<file path="src/rtl/sha_msg_packer_pkg.sv">
// Shared definitions for the SHA-256 message packer: padding constants,
// block geometry and the packer FSM state encoding.
package sha_msg_packer_pkg;

  localparam logic [31:0] SHA_PAD_WORD    = 32'h8000_0000;
  localparam int unsigned SHA_BLOCK_WORDS = 16;

  typedef enum logic [1:0] {
    IDLE      = 2'd0,
    STREAM    = 2'd1,
    WAIT_DONE = 2'd2
  } state_e;

  // Final block word carries the message length in bits.
  function automatic logic [31:0] sha_len_word(input int unsigned bits);
    return 32'(bits);
  endfunction

endpackage

</file>
<file path="src/rtl/sha_msg_packer_pad_word.sv">
// sha_pad_word: combinational generator of word k of the single padded
// SHA-256 block for a 32-bit message.
//   idx     in  4   word index 0..15
//   barcode in  32  latched 32-bit message
//   word    out 32  block word W[idx]
module sha_pad_word
  import sha_msg_packer_pkg::*;
(
  input  logic [3:0]  idx,
  input  logic [31:0] barcode,
  output logic [31:0] word
);

  localparam logic [3:0] LAST_IDX = 4'(SHA_BLOCK_WORDS - 1);

  always_comb begin
    word = '0;
    if (idx == 4'd0) begin
      word = barcode;
    end else if (idx == 4'd1) begin
      word = SHA_PAD_WORD;
    end else if (idx == LAST_IDX) begin
      word = sha_len_word(32);
    end
  end

endmodule

</file>
<file path="src/rtl/sha_msg_packer.sv">
// sha_msg_packer: accepts a scanned barcode plus start pulse, streams the
// padded 512-bit SHA-256 block as 16 x 32-bit words over valid/ready, then
// waits for the core's done pulse (or a timeout) before becoming ready again.
//   CLOCK_50    in   clock
//   RESET       in   synchronous active-low reset
//   BARCODE     in   barcode word, HASH_START in start pulse
//   READY       out  idle / start accepted
//   WORD_OUT/WORD_INDEX/WORD_VALID/WORD_LAST out, WORD_READY in: word stream
//   HASH_DONE   in   core finished
//   DIGEST_DONE out  success pulse; DROPPED/TIMEOUT out sticky status
module sha_msg_packer
  import sha_msg_packer_pkg::*;
#(
  parameter int unsigned DEDUP          = 1,
  parameter int unsigned TIMEOUT_CYCLES = 1_000_000,
  parameter int unsigned TO_W           = 20
) (
  input  logic        CLOCK_50,
  input  logic        RESET,
  input  logic [31:0] BARCODE,
  input  logic        HASH_START,
  output logic        READY,
  output logic [31:0] WORD_OUT,
  output logic [3:0]  WORD_INDEX,
  output logic        WORD_VALID,
  output logic        WORD_LAST,
  input  logic        WORD_READY,
  input  logic        HASH_DONE,
  output logic        DIGEST_DONE,
  output logic        DROPPED,
  output logic        TIMEOUT
);

  localparam logic [3:0]      LAST_IDX = 4'(SHA_BLOCK_WORDS - 1);
  localparam logic [TO_W-1:0] TO_LAST  = TO_W'(TIMEOUT_CYCLES - 1);

  state_e          state_q, state_d;
  logic [3:0]      idx_q, idx_d;
  // The latched barcode doubles as the last-accepted register for dedup.
  logic [31:0]     barcode_q, barcode_d;
  logic            last_valid_q, last_valid_d;
  logic [TO_W-1:0] to_cnt_q, to_cnt_d;
  logic            digest_done_q, digest_done_d;
  logic            dropped_q, dropped_d;
  logic            timeout_q, timeout_d;
  logic            start_dup;
  logic [31:0]     pad_word;

  sha_pad_word u_pad (
    .idx     (idx_q),
    .barcode (barcode_q),
    .word    (pad_word)
  );

  assign start_dup = (DEDUP != 0) && last_valid_q && (BARCODE == barcode_q);

  always_comb begin
    state_d       = state_q;
    idx_d         = idx_q;
    barcode_d     = barcode_q;
    last_valid_d  = last_valid_q;
    to_cnt_d      = to_cnt_q;
    digest_done_d = 1'b0;
    dropped_d     = dropped_q;
    timeout_d     = timeout_q;
    unique case (state_q)
      IDLE: begin
        if (HASH_START) begin
          if (start_dup) begin
            dropped_d = 1'b1;
          end else begin
            barcode_d    = BARCODE;
            last_valid_d = 1'b1;
            idx_d        = '0;
            state_d      = STREAM;
          end
        end
      end
      STREAM: begin
        if (HASH_START) dropped_d = 1'b1;
        if (WORD_READY) begin
          if (idx_q == LAST_IDX) begin
            idx_d    = '0;
            to_cnt_d = '0;
            state_d  = WAIT_DONE;
          end else begin
            idx_d = idx_q + 4'd1;
          end
        end
      end
      WAIT_DONE: begin
        if (HASH_START) dropped_d = 1'b1;
        // Done on the terminal-count cycle takes priority over timeout.
        if (HASH_DONE) begin
          digest_done_d = 1'b1;
          state_d       = IDLE;
        end else if (to_cnt_q == TO_LAST) begin
          timeout_d = 1'b1;
          state_d   = IDLE;
        end else begin
          to_cnt_d = to_cnt_q + 1'b1;
        end
      end
      default: state_d = IDLE;
    endcase
  end

  always_ff @(posedge CLOCK_50) begin
    if (!RESET) begin
      state_q       <= IDLE;
      idx_q         <= '0;
      barcode_q     <= '0;
      last_valid_q  <= 1'b0;
      to_cnt_q      <= '0;
      digest_done_q <= 1'b0;
      dropped_q     <= 1'b0;
      timeout_q     <= 1'b0;
    end else begin
      state_q       <= state_d;
      idx_q         <= idx_d;
      barcode_q     <= barcode_d;
      last_valid_q  <= last_valid_d;
      to_cnt_q      <= to_cnt_d;
      digest_done_q <= digest_done_d;
      dropped_q     <= dropped_d;
      timeout_q     <= timeout_d;
    end
  end

  assign READY       = (state_q == IDLE);
  assign WORD_VALID  = (state_q == STREAM);
  assign WORD_LAST   = (state_q == STREAM) && (idx_q == LAST_IDX);
  assign WORD_INDEX  = idx_q;
  assign WORD_OUT    = (state_q == STREAM) ? pad_word : '0;
  assign DIGEST_DONE = digest_done_q;
  assign DROPPED     = dropped_q;
  assign TIMEOUT     = timeout_q;

endmodule

</file>
<file path="config.mk">
export PLATFORM = sky130hd
export DESIGN_NAME = sha_msg_packer
export DESIGN_NICKNAME = d
export VERILOG_FILES = /design/src/rtl/sha_msg_packer_pkg.sv /design/src/rtl/sha_msg_packer_pad_word.sv /design/src/rtl/sha_msg_packer.sv
export SDC_FILE = /design/constraint.sdc
export NUM_CORES = 1
export LEC_CHECK = 0
export CORE_ASPECT_RATIO = 0.8
export CORE_MARGIN = 4
export CORE_UTILIZATION = 53
export CTS_CLUSTER_SIZE = 24
export DETAILED_ROUTE_END_ITERATION = 12
export PLACE_DENSITY = 0.84
export SLEW_MARGIN = 20
export SYNTH_ARGS = -nofsm -noshare
export SYNTH_HDL_FRONTEND = slang
export SYNTH_SLANG_ARGS = --single-unit
</file>
<file path="constraint.sdc">
create_clock -name CLOCK_50 -period 4 [get_ports CLOCK_50]
set_input_delay 0.4 -clock CLOCK_50 [delete_from_list [all_inputs] [get_ports CLOCK_50]]
set_output_delay 0.4 -clock CLOCK_50 [all_outputs]
set_load 0.01 [all_outputs]
</file>
# After elaboration in Yosys (flattened, before gate mapping)
# Cells that the tools add are included.
dict set report word_totals {
  input_bits 37
  elab_cells 68
  register_bits 62
  out_inout_bits 42
}
dict set report classes {
  bitwise 2
  eq_ne 15
  reduce_logical 15
  n_addsub 2
  n_mux 26
}
# operator n
set op_table {}
lappend op_table {{$mux 32} 3}
lappend op_table {{$mux 20} 4}
lappend op_table {{$pmux 20 s2} 1}
lappend op_table {{$eq 32x32->1} 1}
lappend op_table {{$add 20x1->20 const B} 1}
lappend op_table {{$eq 20x20->1 const B} 1}
lappend op_table {{$mux 4} 4}
lappend op_table {{$mux 2} 6}
lappend op_table {{$reduce_and 5->1} 2}
lappend op_table {{$ne 2x1->1 const B} 4}
lappend op_table {{$ne 2x2->1 const B} 4}
lappend op_table {{$pmux 4 s2} 1}
lappend op_table {{$reduce_and 4->1} 2}
lappend op_table {{$mux 6} 1}
lappend op_table {{$pmux 2 s3} 1}
lappend op_table {{$reduce_and 3->1} 2}
lappend op_table {{$reduce_bool 2->1} 3}
lappend op_table {{$add 4x1->4 const B} 1}
lappend op_table {{$eq 4x1->1 const B} 1}
lappend op_table {{$eq 4x4->1 const B} 1}
lappend op_table {{$logic_not 4->1} 1}
lappend op_table {{$mux 1} 4}
lappend op_table {{$ne 3x3->1 const B} 1}
lappend op_table {{$eq 2x1->1 const B} 1}
lappend op_table {{7 further kinds} 9}

# Longest topological paths before layout
# Gate-level depths: netlist of run 1.
dict set report depth {
  ltp_word 5
  ltp_mapped 8
  ltp_nobuf 8
}

# Modules after synthesis
# Synthesis of run 1 repeated with hierarchy kept, for this count alone.
dict set report hier_totals {
  hier_cells 466
  area_unflattened_um2 3696.0
}
# module area_each_um2 cells_each seq_area_each_um2 instances
set modules_own_cells {}
lappend modules_own_cells {sha_msg_packer 3427.0 427 1241.2 1}
lappend modules_own_cells {sha_pad_word 269.0 39 0.0 1}

# Worst setup path after synthesis of run 1
# OpenSTA, ideal clock, no wires.
dict set report synth_path {
  path_kind {register -> output}
  start {register state_q[1]}
  end {output WORD_OUT[0]}
  stages_incl_launch_ff 8
  t_arrival_ns 1.737
  path_slack_ns 1.863
  path_cell_list {dfxtp_1 inv_1 ha_1 buf_2 inv_1 nor4b_1 clkbuf_1 and2_1}
}
dict set report synth_via {
  elab_chain_cells 2
}
# element line_no
set synth_rtl {}
lappend synth_rtl {{start, declared} sha_msg_packer.sv:37} ;# state_e state_q, state_d;
lappend synth_rtl {{start signal, assigned} sha_msg_packer.sv:119} ;# state_q <= state_d;
lappend synth_rtl {{$eq 2x1->1} --}
lappend synth_rtl {{via WORD_VALID} sha_msg_packer.sv:25} ;# output logic WORD_VALID,
lappend synth_rtl {{$mux 32} sha_msg_packer.sv:134} ;# assign WORD_OUT = (state_q == STREAM) ? pad_word : '0;
lappend synth_rtl {{end, declared} sha_msg_packer.sv:23} ;# output logic [31:0] WORD_OUT,
# The timed path passes the listed nets, and every way through them passes these cells.

# Worst setup path in the final report of run 1
dict set report layout_path {
  start {register state_q[1]}
  end {output WORD_OUT[14]}
}
dict set report layout_via {
  elab_chain_cells 2
}
# element line_no
set layout_rtl {}
lappend layout_rtl {{$eq 2x1->1} sha_msg_packer.sv:134}
lappend layout_rtl {{$mux 32} sha_msg_packer.sv:134}
# Every way passes these cells.

==> flow_summary.json, run 1 <==
{
  "fillerInstances": 480,
  "synth_mux_area_share_pct": 1.50,
  "power.leakage_nw": 1.66,
  "grt_pass1_wl_um": 13800,
  "startpoint_type": "flop",
  "hp-class": "reg -> reg",
  "synth_fa_ha_area_share_pct": 2.63,
  "r2r_end": "to_cnt_q[18]",
  "synth_compound_area_share_pct": 11.8,
  "pin_count": 79,
  "synthFlopType": "dfxtp_1",
  "yosysSeqAreaShare_pct": 37.2,
  "synth_xor_area_share_pct": 12.1,
  "cp_slowest_cell": "clkdlybuf4s50_1",
  "cap_viol_max_count": 0,
  "hold_depth": 2,
  "ant_nets": 0,
  "crit_path_frequent_cell": "inv_1",
  "synth.distinct_cells": 42,
  "final_net_count": 523,
  "drtPass1Iterations": 5,
  "vias_per_cell": 5.47,
  "cellPowerDensity_nw_per_um2": 374,
  "finalClockSkew_ns": 0.00517,
  "grt_pass1_vias": 2986,
  "crit_path_end_kind": "primary output",
  "max_freq_mhz": 325,
  "crit_arrival_ns": 2.68,
  "r2r_start": "WORD_INDEX[0]",
  "synthSimpleGateAreaFrac_pct": 29.6,
  "yosys_warnings": 0,
  "p_comb_share_pct": 22.7,
  "final.period_utilization_pct": 77.0,
  "clock_latency_ns": 0.33,
  "ys_seq_elements": 62,
  "power_switching_mw": 0.480,
  "final_common_cell": "clkdlybuf4s50_1",
  "critPathTopFamily": "buffers and inverters",
  "cts_resized": 0,
  "synth_edf_count": 0,
  "cts_tree": "built",
  "initial_core_util_pct": 55.5,
  "grt.overflow.total": 0,
  "die_w_um": 96.7,
  "clockBufferDepth": 2,
  "clkPwrFrac_pct": 34.3,
  "min_period_ns": 3.08,
  "io_buffers": 78,
  "crit_buf_inv": 4,
  "grtUsageTotal_pct": 21.9,
  "holdPathEnd": "last_valid_q",
  "dr.first_iter.drc_count": 180,
  "cts_max_level": 3,
  "path_cells": "inv_1 > ha_1 > inv_1 > nor4b_2 > buf_4 > and2_1 > clkdlybuf4s50_1",
  "maxSlewHeadroom_pct": 62.1,
  "synth_fp_nets": 453,
  "hold_viol": 0,
  "hold_slack_ns": 0.476,
  "crit_type": "reg -> out",
  "synth.avg_cell_area_um2": 8.15,
  "reg2reg_depth": 6,
  "netlist_instances": 409,
  "clock-sinks": 62,
  "clkTransAtPathRegs_ns": 0.06,
  "die_h_um": 78.9,
  "rows": 25,
  "diodes": 0,
  "synth_top_family_by_area": "simple AND/OR/NAND/NOR gates",
  "swShare_pct": 29.7,
  "p_int_mw": 1.14,
  "drive_gt1_share_pct": 5.37,
  "dpl.hpwl_um": 5900,
  "critical_path_required_ns": 3.60,
  "crit_fanout": 31,
  "rrSetupSlack_ns": 1.47,
  "slew_violations": 0,
  "netlist_area_um2": 3330,
  "drc": 0,
  "p_seq_share_pct": 43.0,
  "totalWireLength_um": 8140,
  "via_count": 3089,
  "core_um2": 6010,
  "finalSetupViolations": 0,
  "irDropWorstVdd_mv": 0.218,
  "wl_per_cell_um": 14.4,
  "slowest_delay_ns": 0.54,
  "antenna_found_initial": 0,
  "area_delta_synth_final_pct": 30.0,
  "dieArea_um2": 7630,
  "tightest_slew_ns": 0.569,
  "clock_tree.root_cell": "clkbuf_8",
  "cts-buffers-inserted": 9,
  "finalSetupTns_ns": 0,
  "async_flop_share_pct": 0,
  "grt_max_degree": 66,
  "rsz0062_at_grt": "false",
  "status": "finished clean",
  "final_cell_mix": "clkdlybuf4s50_1, dfxtp_1, nand2_1",
  "gp_congestion": 0.805,
  "post-cts-setup-buffers": 0,
  "min-delay-start": "last_valid_q",
  "ctsHoldBuffers": 0
}
==> logic make-up after synthesis <==
group,count (synthesis)
multiplexers,5
XOR/XNOR,46
AND/OR/NAND/NOR,190
flip-flops,62
AO/OA/AOI/OAI,63
adder cells (fa/ha/maj),7
buffers and inverters,36
==> metal layers <==
| layer | GRT usage (%) | share of wire (%) | up-vias |
|---|---|---|---|
| met5 | 0 | 0 | - |
| met4 | 6.59 | 1.3 | 0 |
| met3 | 7.37 | 7.2 | 10 |
| met2 | 35.6 | 46 | 98 |
| met1 | 27.6 | 46 | 1431 |
| li1 | - | - | 1550 |
==> area by class of cell <==
type	instances	area, µm²	share of cell area (%)
timing repair buffer	82	806	18.6
inverter	13	48.8	1.13
multi-input combinational	311	1940	44.7
clock inverter	4	45.0	1.04
sequential	62	1240	28.6
tap	81	101	2.34
clock buffer	12	155	3.58
==> synthesized netlist by cell type (5+ instances only) <==
library cell	n	area (µm²)
o21ai_1	6	30.0
nand2_1	50	188
mux2i_1	5	50.1
dfxtp_1	62	1240
o21ai_0	30	150
nand4_1	9	56.3
nor2_1	21	78.8
clkbuf_1	13	48.8
inv_1	13	48.8
and2_1	32	200
nor4_1	9	56.3
xnor2_1	5	43.8
nand3_1	46	230
a21oi_1	10	50.1
xor2_1	41	359
ha_1	7	87.6
==> worst max-delay path by stage <==
stage / startpoint / to / slack, ns / cells past startpoint
final: state_q[1] / WORD_OUT[14] / 0.92 / 7
after global routing: state_q[1] / WORD_OUT[11] / 0.73 / 7
after CTS: state_q[1] / WORD_OUT[17] / 0.92 / 7
after detailed placement: BARCODE[17] / barcode_q[16] / 1.21 / 7
after global placement: BARCODE[17] / barcode_q[16] / 1.27 / 7
after floorplan: state_q[1] / WORD_OUT[0] / 1.86 / 7
==> state kept, by name, summed over array words and instances, names as in the netlist <==
signal        count
TIMEOUT           1
state_q           2
barcode_q        32
WORD_INDEX        4
to_cnt_q         20
last_valid_q      1
DIGEST_DONE       1
DROPPED           1
==> per-stage QoR <==
step                      cells  instance area [µm²]  power [mW]  utilization [%]  setup slack [ns]
after floorplan             409                 3330       0.937                -              1.86
after global placement      549                 4130        1.06             68.8              1.27
after detailed placement    549                 4130        1.07             68.8              1.21
after CTS                   565                 4330        1.63             72.2             0.915
after global routing        565                 4330        1.70             72.2             0.729
final                       565                 4330        1.62             72.2             0.920
==> power groups by stage <==
stage	Combinational [mW]	Clock, mW	Sequential, mW
floorplan	0.237	0	0.700
global placement	0.356	0	0.706
detailed placement	0.367	0	0.708
CTS	0.368	0.566	0.695
global route	0.407	0.588	0.701
finish	0.368	0.555	0.696
==> worst reg2reg max path, delay by kind of cell (launching register included) <==
family	cells	cell delay, ns
AOI/OAI and AO/OA	2	0.72
DFF	1	0.44
and+or+nand+nor	3	1.01
adders and majority gates	1	0.30
No activity file was read; power rests on OpenSTA's default activity.
==> run 2: changes to the inputs <==
- CORE_UTILIZATION: 53 -> 45
- PLACE_DENSITY: 0.84 -> 0.76
- clock period: 4 -> 2.5 ns (I/O delays scaled with it)
==> flow_summary.json, run 2 (same netlist as run 1, synthesis figures left out) <==
{
  "cp_slowest_cell": "clkdlybuf4s50_1",
  "clockBufferDepth": 2,
  "drive_gt1_share_pct": 6.95,
  "top_register": "barcode_q",
  "crit_path_end_kind": "primary output",
  "cap_viol_max_count": 0,
  "slew_violations": 0,
  "dpl.hpwl_um": 6100,
  "hold_viol": 0,
  "gp_congestion": 0.866,
  "grt_max_degree": 66,
  "clkTransAtPathRegs_ns": 0.07,
  "dr.first_iter.drc_count": 213,
  "cts-buffers-inserted": 9,
  "wl_per_cell_um": 14.9,
  "maxSlewHeadroom_pct": 64.2,
  "crit_fanout": 16,
  "cts_max_level": 3,
  "diodes": 0,
  "hp-class": "in -> reg",
  "final_cell_mix": "dfxtp_1, clkdlybuf4s50_1, nand2_1",
  "totalWireLength_um": 8590,
  "initial_core_util_pct": 47.4,
  "stdcell_count": 576,
  "path_cells": "inv_1 > ha_2 > inv_2 > nor4b_4 > buf_6 > and2_1 > clkdlybuf4s50_1",
  "startpoint_type": "flop",
  "die_w_um": 104,
  "crit_arrival_ns": 2.17,
  "antenna_found_initial": 0,
  "ant_nets": 0,
  "power.leakage_nw": 2.08,
  "critical_path_required_ns": 2.25,
  "grt.overflow.total": 0,
  "hold_depth": 2,
  "slowest_delay_ns": 0.54,
  "crit_type": "reg -> out",
  "cellPowerDensity_nw_per_um2": 574,
  "clock_tree.root_cell": "clkbuf_8",
  "final_net_count": 530,
  "rows": 27,
  "status": "finished clean",
  "final.period_utilization_pct": 96.7,
  "reg2reg_depth": 7,
  "tightest_slew_ns": 0.537,
  "dieArea_um2": 8860,
  "post-route-util_pct": 63.5,
  "rrSetupSlack_ns": 0.27,
  "io_buffers": 78,
  "min_period_ns": 2.42,
  "clock_latency_ns": 0.34,
  "finalSetupViolations": 0,
  "drtPass1Iterations": 4,
  "irDropWorstVdd_mv": 0.279,
  "vias_per_cell": 5.41,
  "area_delta_synth_final_pct": 33.8,
  "grt_pass1_wl_um": 14000,
  "clock-sinks": 62,
  "largest_reg_flops": 32,
  "pin_count": 79,
  "core_um2": 7030,
  "finalClockSkew_ns": 0.00841,
  "ctsHoldBuffers": 0,
  "grtUsageTotal_pct": 19.1,
  "placedCellCount": 559,
  "drc": 0,
  "final_common_cell": "dfxtp_1",
  "grt_pass1_vias": 3065,
  "die_h_um": 85.0,
  "max_freq_mhz": 414,
  "cts_tree": "built",
  "via_count": 3115
}
-- run 2: cell count changes in the layout (fill, tap and decap cells not counted), moves of 2 or more --
cell / delta
buf_12: +2
buf_4: +3
buf_6: +2
clkdlybuf4s50_1: -22
clkinv_2: -2
dlygate4sd2_1: +2
dlymetal6s2s_1: +20
-- run 2: metal layers --
layer / share of wire [%] / GRT usage, % / vias to the layer above
li1: - / - / 1557
met1: 47 / 24.8 / 1454
met2: 45 / 30.9 / 93
met3: 6.5 / 6.16 / 11
met4: 1.3 / 5.19 / 0
met5: 0 / 0 / -
-- run 2: power breakdown --
| part | switching (mW) | leakage, nW | internal (mW) | total, mW |
|---|---|---|---|---|
| sequential | 0.0582 | 0.506 | 1.06 | 1.11 |
| clock | 0.373 | 0.0914 | 0.429 | 0.802 |
| combinational | 0.353 | 1.48 | 0.292 | 0.646 |
-- run 2: final timing paths --
path / startpoint / end
max: state_q[1] / WORD_OUT[21]
min: RESET / state_q[0]
max reg2reg: state_q[0] / to_cnt_q[14]
min reg2reg: last_valid_q / last_valid_q
-- run 2: critical path, delay by kind of cell (launching register included) --
family,cells,cell delay (ns)
buf+inv,4,0.90
simple gates,2,0.42
flops,1,0.33
fa+ha+maj,1,0.18
-- run 2: area by class of cell --
class	count	area, µm²
multi-input cells	311	1950
well taps	87	109
flip-flops and latches	62	1240
inverters	13	48.8
repair buffers	89	938
fillers	620	2570
clock inverters	1	5.00
clock buffers	13	169
-- run 2: timing repair --
item	CTS	global route
endpoints found under the setup margin	30	29
buffers inserted	0	2
resized for setup	3	27
cloned	0	1
-- run 2: stage by stage --
stage | setup WS [ns] | hold WS, ns | power [mW] | setup TNS, ns | area (µm²)
global route | -0.0150 | 0.387 | 2.68 | -0.0782 | 4460
finish | 0.0820 | 0.360 | 2.56 | 0 | 4460
CTS | 0.00313 | 0.348 | 2.55 | 0 | 4370
floorplan | 0.513 | 0.383 | 1.50 | 0 | 3330
global placement | 0.126 | 0.458 | 1.73 | 0 | 4200
detailed placement | 0.0338 | 0.459 | 1.75 | 0 | 4200
